**src/rtl/fsm_1_dec.sv**
```systemverilog
// fsm_1_dec: decode-side framing FSM.
// Pops tagged words from a first-word-fall-through FIFO and rebuilds each
// {data, index, wstrb} triple. A finished triple is pushed into three raw
// output FIFOs at once. Framing errors are flagged and the FSM resyncs on them.
// Decoded triples and framing errors are both counted.
//
// Ports:
//   clk, reset          clock and synchronous active-high reset
//   enc_data_in         FIFO head word {tag[1:0], payload[DATA_W-1:0]}
//   enc_fifo_empty      head word is not valid while high
//   enc_fifo_pop        consumes the head word this cycle (combinational)
//   raw_out_fifo_full   OR of the three output-FIFO full flags
//   raw_*_out           assembled triple, driven from the capture registers
//   raw_out_push        pushes all three output FIFOs (combinational)
//   raw_out_fifo_clr    one-cycle clear of the output FIFOs after reset
//   frame_err           one-cycle pulse for every discarded word
//   triple_cnt          pushed triples, wraps
//   frame_err_cnt       frame_err pulses, saturates
//
// state | meaning
// INIT  | pulse raw_out_fifo_clr, no pops
// DEC_0 | waiting for the data word (tag 0)
// DEC_1 | data held, waiting for the index word (tag 1)
// DEC_2 | data and index held, waiting for the wstrb word (tag 2)
// PUSH  | triple complete, push once the output FIFOs have room
module fsm_1_dec #(
    parameter int DATA_W  = 32,
    parameter int INDEX_W = 16,
    parameter int WSTRB_W = 4,
    parameter int CNT_W   = 16
) (
    input  logic                clk,
    input  logic                reset,
    input  logic [DATA_W+1:0]   enc_data_in,
    input  logic                enc_fifo_empty,
    output logic                enc_fifo_pop,
    input  logic                raw_out_fifo_full,
    output logic [DATA_W-1:0]   raw_data_out,
    output logic [INDEX_W-1:0]  raw_index_out,
    output logic [WSTRB_W-1:0]  raw_wstrb_out,
    output logic                raw_out_push,
    output logic                raw_out_fifo_clr,
    output logic                frame_err,
    output logic [CNT_W-1:0]    triple_cnt,
    output logic [CNT_W-1:0]    frame_err_cnt
);

    typedef enum logic [2:0] {
        INIT  = 3'd0,
        DEC_0 = 3'd1,
        DEC_1 = 3'd2,
        DEC_2 = 3'd3,
        PUSH  = 3'd4
    } state_t;

    state_t              state;
    logic [DATA_W-1:0]   data_q;
    logic [INDEX_W-1:0]  index_q;
    logic [WSTRB_W-1:0]  wstrb_q;

    logic [1:0]          tag;
    logic [DATA_W-1:0]   payload;
    logic                decoding;
    logic [1:0]          exp_tag;
    logic                err_now;

    assign tag     = enc_data_in[DATA_W+1:DATA_W];
    assign payload = enc_data_in[DATA_W-1:0];

    assign decoding     = (state == DEC_0) || (state == DEC_1) || (state == DEC_2);
    assign enc_fifo_pop = !enc_fifo_empty && decoding;

    // Gated by reset so a triple waiting in PUSH is dropped, not pushed, in the reset cycle.
    assign raw_out_push = (state == PUSH) && !raw_out_fifo_full && !reset;

    assign raw_data_out  = data_q;
    assign raw_index_out = index_q;
    assign raw_wstrb_out = wstrb_q;

    // A popped word whose tag does not match the current slot is a framing error.
    // The word is dropped, or it restarts the triple if its tag is 0.
    always_comb begin
        exp_tag = 2'd0;
        case (state)
            DEC_1:   exp_tag = 2'd1;
            DEC_2:   exp_tag = 2'd2;
            default: exp_tag = 2'd0;
        endcase
        err_now = enc_fifo_pop && (tag != exp_tag);
    end

    always_ff @(posedge clk) begin
        if (reset) begin
            state            <= INIT;
            data_q           <= '0;
            index_q          <= '0;
            wstrb_q          <= '0;
            raw_out_fifo_clr <= 1'b0;
            frame_err        <= 1'b0;
            triple_cnt       <= '0;
            frame_err_cnt    <= '0;
        end else begin
            raw_out_fifo_clr <= 1'b0;
            frame_err        <= err_now;

            if (err_now && (frame_err_cnt != {CNT_W{1'b1}})) begin
                frame_err_cnt <= frame_err_cnt + CNT_W'(1);
            end
            if (raw_out_push) begin
                triple_cnt <= triple_cnt + CNT_W'(1);
            end

            case (state)
                INIT: begin
                    raw_out_fifo_clr <= 1'b1;
                    state            <= DEC_0;
                end
                DEC_0: begin
                    if (enc_fifo_pop && (tag == 2'd0)) begin
                        data_q <= payload;
                        state  <= DEC_1;
                    end
                end
                DEC_1: begin
                    if (enc_fifo_pop) begin
                        if (tag == 2'd1) begin
                            index_q <= payload[INDEX_W-1:0];
                            state   <= DEC_2;
                        end else if (tag == 2'd0) begin
                            data_q <= payload;
                        end else begin
                            state <= DEC_0;
                        end
                    end
                end
                DEC_2: begin
                    if (enc_fifo_pop) begin
                        if (tag == 2'd2) begin
                            wstrb_q <= payload[WSTRB_W-1:0];
                            state   <= PUSH;
                        end else if (tag == 2'd0) begin
                            data_q <= payload;
                            state  <= DEC_1;
                        end else begin
                            state <= DEC_0;
                        end
                    end
                end
                PUSH: begin
                    if (!raw_out_fifo_full) begin
                        state <= DEC_0;
                    end
                end
                default: state <= INIT;
            endcase
        end
    end

endmodule

```
**config.mk**
```make
export PLATFORM = sky130hd
export DESIGN_NAME = fsm_1_dec
export DESIGN_NICKNAME = d
export VERILOG_FILES = /design/src/rtl/fsm_1_dec.sv
export SDC_FILE = /design/constraint.sdc
export NUM_CORES = 1
export LEC_CHECK = 0
export ABC_AREA = 0
export CAP_MARGIN = 20
export CORE_ASPECT_RATIO = 1.25
export CORE_MARGIN = 2
export CORE_UTILIZATION = 35
export CTS_BUF_LIST = sky130_fd_sc_hd__clkbuf_2
export DETAILED_ROUTE_END_ITERATION = 12
export GPL_TIMING_DRIVEN = 0
export MAX_ROUTING_LAYER = met4
export PLACE_DENSITY = 0.72
export SETUP_SLACK_MARGIN = 0.05
export SYNTH_ARGS = -nofsm -noshare
export SYNTH_HDL_FRONTEND = slang
export SYNTH_SLANG_ARGS = --single-unit
```
**constraint.sdc**
```tcl
create_clock -name clk -period 1.9 [get_ports clk]
set_clock_uncertainty 0.05 [all_clocks]
set_input_delay 0.38 -clock clk [delete_from_list [all_inputs] [get_ports clk]]
set_output_delay 0.38 -clock clk [all_outputs]
set_load 0.02 [all_outputs]
```
# Word-level counts from Yosys, hierarchy flattened
# Cells that the tools add are included.
# Widths: inputs -> output; s select.
totals:
  elab_cells: 61
  out_inout_bits: 88
  register_bits: 89
  inputBits: 38
classes:
  eq_ne: 15
  n_addsub: 2
  mux: 18
  reduce_logical: 18
ops:
  columns: ["operator", "count"]
  rows:
  - ["$mux 32", 6]
  - ["$pmux 32 s3", 1]
  - ["$add 16x1->16 const B", 2]
  - ["$mux 3", 7]
  - ["$ne 16x16->1 const B", 1]
  - ["$pmux 3 s5", 1]
  - ["$ne 2x2->1 const B", 5]
  - ["$eq 3x2->1 const B", 2]
  - ["$logic_and 1x1->1", 6]
  - ["$reduce_and 3->1", 2]
  - ["$reduce_and 6->1", 1]
  - ["$reduce_and 5->1", 1]
  - ["$pmux 2 s2", 1]
  - ["$eq 3x1->1 const B", 1]
  - ["$eq 3x3->1 const B", 1]
  - ["$logic_not 1->1", 3]
  - ["$logic_not 3->1", 1]
  - ["$ne 3x2->1 const B", 1]
  - ["$reduce_bool 3->1", 1]
  - ["$eq 2x1->1 const B", 1]
  - ["$eq 2x2->1 const B", 1]
  - ["$logic_not 2->1", 1]
  - ["$logic_or 1x1->1", 2]
  - ["$mux 2", 1]
  - ["other kinds (3)", 3]

# Depth between registers and ports, before layout
logic_depth:
  ltp_word: 7
  depth_mapped: 8
  depth_no_buf: 5

# Least setup slack after synthesis
# No wires, ideal clock.
synth_timing:
  path_kind: "input to register"
  start: "input enc_data_in[33]"
  end: "register frame_err_cnt[15]"
  path_buffers: 1
  stages: 6
  path_slack_ns: -0.180
  t_arrival_ns: 1.960
  required_time_ns: 1.780
  setup_time_ns: 0.070
  path_cell_list: "clkbuf_1 -> nor2_1 -> a211o_1 -> or4_4 -> or3_1 -> a21oi_1"
synth_between:
  elab_chain_cells: 3
synth_lines:
  columns: ["item", "line", "rtl"]
  rows:
  - ["start: declaration", "34", "input logic [DATA_W+1:0] enc_data_in,"]
  - ["$ne 2x2->1", "89", "err_now = enc_fifo_pop && (tag != exp_tag);"]
  - ["$logic_and 1x1->1", "89", null]
  - ["$logic_and 1x1->1", "106", "if (err_now && (frame_err_cnt != {CNT_W{1'b1}})) begin"]
  - ["end signal: assignment", "107", "frame_err_cnt <= frame_err_cnt + CNT_W'(1);"]
  - ["end: declaration", "45", "output logic [CNT_W-1:0] frame_err_cnt"]
# No other way between the ends.
# A chain may end at the register's enable or synchronous reset.

# Worst setup path in the final report
layout_timing:
  start: "input enc_fifo_empty"
  end: "register frame_err_cnt[13]"
layout_between:
  elab_chain_cells: 4
layout_lines:
  columns: ["item", "line", "rtl"]
  rows:
  - ["start: declaration", "35", "input logic enc_fifo_empty,"]
  - ["$logic_not 1->1", "71", "assign enc_fifo_pop = !enc_fifo_empty && decoding;"]
  - ["$logic_and 1x1->1", "71", null]
  - ["$logic_and 1x1->1", "89", null]
  - ["$logic_and 1x1->1", "106", null]
# No other way between the ends.

==> results.json <==
{
  "yosysSeqAreaShare_pct": 49.7,
  "synth_compound_area_share_pct": 11.3,
  "synthTopCellsByArea": "dfxtp_1 50%, nand2_1 8.2%, a21oi_1 7.0%, mux2i_1 5.9%, nor2_1 4.8%",
  "path_buf_inv": 2,
  "ir_worst_vdd_uv": 321,
  "drt_iter0_drc": 145,
  "grt_pass1_wl_um": 15600,
  "p_leak_nw": 2.44,
  "cts.sinks": 89,
  "yosysUniqueCellTypes": 39,
  "status": "finished with violations",
  "gp_congestion": 0.810,
  "chipHeight_um": 117,
  "ys.warnings.count": 0,
  "min_from": "enc_data_in[31]",
  "wirelength_um": 10300,
  "synth-simple-area-share_pct": 24.4,
  "netlist_area_mm2": 0.00358,
  "final_nets": 623,
  "port_buffers": 124,
  "postPlaceCellArea_mm2": 0.00501,
  "hold_buffers": 0,
  "drc_errors": 0,
  "pin_count": 126,
  "slew_headroom_pct": 54.4,
  "maxCapViolCount": 0,
  "synthAdderAreaFrac_pct": 0.698,
  "wl_per_cell_um": 14.4,
  "tritoncts": "done",
  "synth_ff_type": "dfxtp_1",
  "slowest_delay_ps": 480,
  "min_path_type": "input port to flop",
  "path_max_fanout": 6,
  "setup_viol": 39,
  "fmax_mhz": 478,
  "antenna_found_initial": 0,
  "synth_top_family_by_area": "simple AND/OR/NAND/NOR gates",
  "ys_seq_elements": 89,
  "clk_latency_ps": 520,
  "grt_max_degree": 14,
  "setup.worst_path.start": "enc_fifo_empty",
  "dpl.hpwl_um": 7150,
  "grt_pass1_vias": 3333,
  "rsz0062_at_grt": "yes",
  "die_area_mm2": 0.0111,
  "fin_setup_tns_ps": -2910,
  "layout_setup_ws_ps": -192,
  "finalHoldViolCount": 0,
  "synth_top_area_share_pct": 49.7,
  "cts-root-buf": "clkbuf_2",
  "power_density_mw_per_mm2": 580,
  "critPathArrivalTime_ps": 2510,
  "rows": 41,
  "muxShareOfSynthArea_pct": 6.81,
  "via_per_inst": 4.99,
  "vias": 3574,
  "initial_utilization_pct": 35.7,
  "area_growth_pct": 55.8,
  "diodes": 0,
  "finalInstanceArea_mm2": 0.00559,
  "synth-edff-count": 0,
  "worstPathCellList": "clkdlybuf4s50_1 -> or2_1 -> buf_6 -> a211o_4 -> or4_4 -> or3_1 -> a21oi_2",
  "fp.dieW_um": 94.5,
  "synth-xor-area-share_pct": 3.18,
  "cts_max_level": 3,
  "synth-async-reset-ratio_pct": 0,
  "drive_gt1_share_pct": 22.5,
  "period_needed_ps": 2090,
  "cts_max_path_buffers": 2,
  "critPathTopFamily": "simple AND/OR/NAND/NOR gates",
  "worstSetupPathType": "input port to flop",
  "cp_slowest_cell": "clkdlybuf4s50_1",
  "startpoint_type": "input port",
  "clk_pin_slew_ps": 210,
  "failed_checks": "negative setup slack",
  "syn_area_per_cell_um2": 8.40,
  "grtUsageTotal_pct": 18.5,
  "fin_crit_sh_pct": 110,
  "timing.rr.start": "state[2]$_SDFFE_PP0P_",
  "yosys.area.top_type": "dfxtp_1",
  "synth_cells": 427,
  "dr.pass1.iters": 5,
  "core_mm2": 0.0101,
  "endpoint_kind": "flop",
  "ant_nets": 0,
  "grt_overflow": 0,
  "cts_buffers": 9,
  "drv_slew": 0,
  "critPathRequiredTime_ps": 2320,
  "synth.net_count": 467,
  "tightestPinTransition_ps": 684
}
## routing by layer
layer | GRT usage [%] | share of wire (%) | routed length (um)
met1 | 20.9 | 41 | 4210
met2 | 31.5 | 52 | 5400
met3 | 4.87 | 5.5 | 563
met4 | 6.76 | 1.5 | 153
met5 | - | 0 | 0
## synthesized netlist by cell type (2+ instances only)
master,count
ha_1,2
o21ai_0,12
inv_1,9
xnor2_1,9
nand4_1,3
or4_1,2
nor2_1,46
a21oi_1,50
dfxtp_1,89
nand3_1,12
o211ai_1,2
nand2_1,78
a211oi_1,2
or3_1,11
xor2_1,4
mux2i_1,21
and3_1,2
nor3_1,12
nor2b_1,5
clkbuf_1,23
mux2_2,3
o31ai_1,3
nor4b_1,2
nor4_1,6
and4_1,5
## cells in the final DEF, fill, tap and decap left out, types with 10 or more instances in the layout
| master | Yosys | layout |
|---|---|---|
| a21oi_1 | 50 | 29 |
| a21oi_2 | 0 | 21 |
| buf_4 | 0 | 20 |
| clkbuf_2 | 0 | 17 |
| clkdlybuf4s50_1 | 0 | 36 |
| dfxtp_1 | 89 | 64 |
| dfxtp_2 | 0 | 17 |
| dlygate4sd2_1 | 0 | 83 |
| mux2i_1 | 21 | 21 |
| nand2_1 | 78 | 71 |
| nand3_1 | 12 | 12 |
| nor2_1 | 46 | 44 |
| o21ai_0 | 12 | 10 |
## cell type report
type                       count  area (um^2)
tap                          129          161
multi-input combinational    303         1910
inverter                       9         33.8
timing repair buffer         150         1410
buffer                        21          143
sequential                    89         1830
clock inverter                 5         47.5
clock buffer                  10         50.0
fill                         950         4470
## stage by stage
step / util [%] / setup slack, ps / power (mW) / hold slack (ps) / cells
4_1_cts: 52.1 / -158 / 3.24 / 186 / 702
2_1_floorplan: - / -38.4 / 2.13 / 451 / 427
3_5_place_dp: 49.8 / -972 / 2.32 / 398 / 680
6_report: 55.6 / -192 / 3.24 / 329 / 716
5_1_grt: 55.6 / -265 / 3.39 / 274 / 716
3_3_place_gp: 49.8 / -924 / 2.31 / 392 / 680
## timing repair
action | in CTS | in global routing
setup buffers | 10 | 12
pin swaps | 13 | 8
setup endpoints to repair | 160 | 86
cloned | 1 | 3
resized for setup | 152 | 61
## final timing paths
| kind | endpoint | slack (ps) | depth (start not counted) |
|---|---|---|---|
| worst max-delay path | frame_err_cnt[13]$_SDFFE_PP0P_ | -190 | 7 |
| worst min-delay path | raw_data_out[31]$_SDFFE_PP0P_ | 330 | 3 |
| worst max register to register | frame_err_cnt[13]$_SDFFE_PP0P_ | -190 | 6 |
| worst min register to register | raw_data_out[18]$_SDFFE_PP0P_ | 420 | 2 |
## state kept, by name, summed over array words and instances, names as in the netlist
name              count
raw_data_out         32
frame_err             1
state                 3
raw_index_out        16
triple_cnt           16
frame_err_cnt        16
raw_wstrb_out         4
raw_out_fifo_clr      1
## worst reg2reg max path, stage by stage (launching register included)
cell and delay [ps]:
dfxtp_4 390, or2_1 220, buf_6 140, a211o_4 280
or4_4 450, or3_1 380, a21oi_2 110
## power by group
part	internal [mW]	switching [mW]	leakage, nW	total, mW
Combinational	0.205	0.221	1.64	0.426
Sequential	1.90	0.0287	0.734	1.92
Clock	0.290	0.598	0.0666	0.888
Total	2.39	0.848	2.44	3.24
## kinds of logic after synthesis
kind of cell,count (synthesis)
mux,24
xor+xnor,13
buf+inv,35
flops,89
simple gates,190
fa+ha+maj,2
compound gates,74
(Power assumes the default switching activity.)
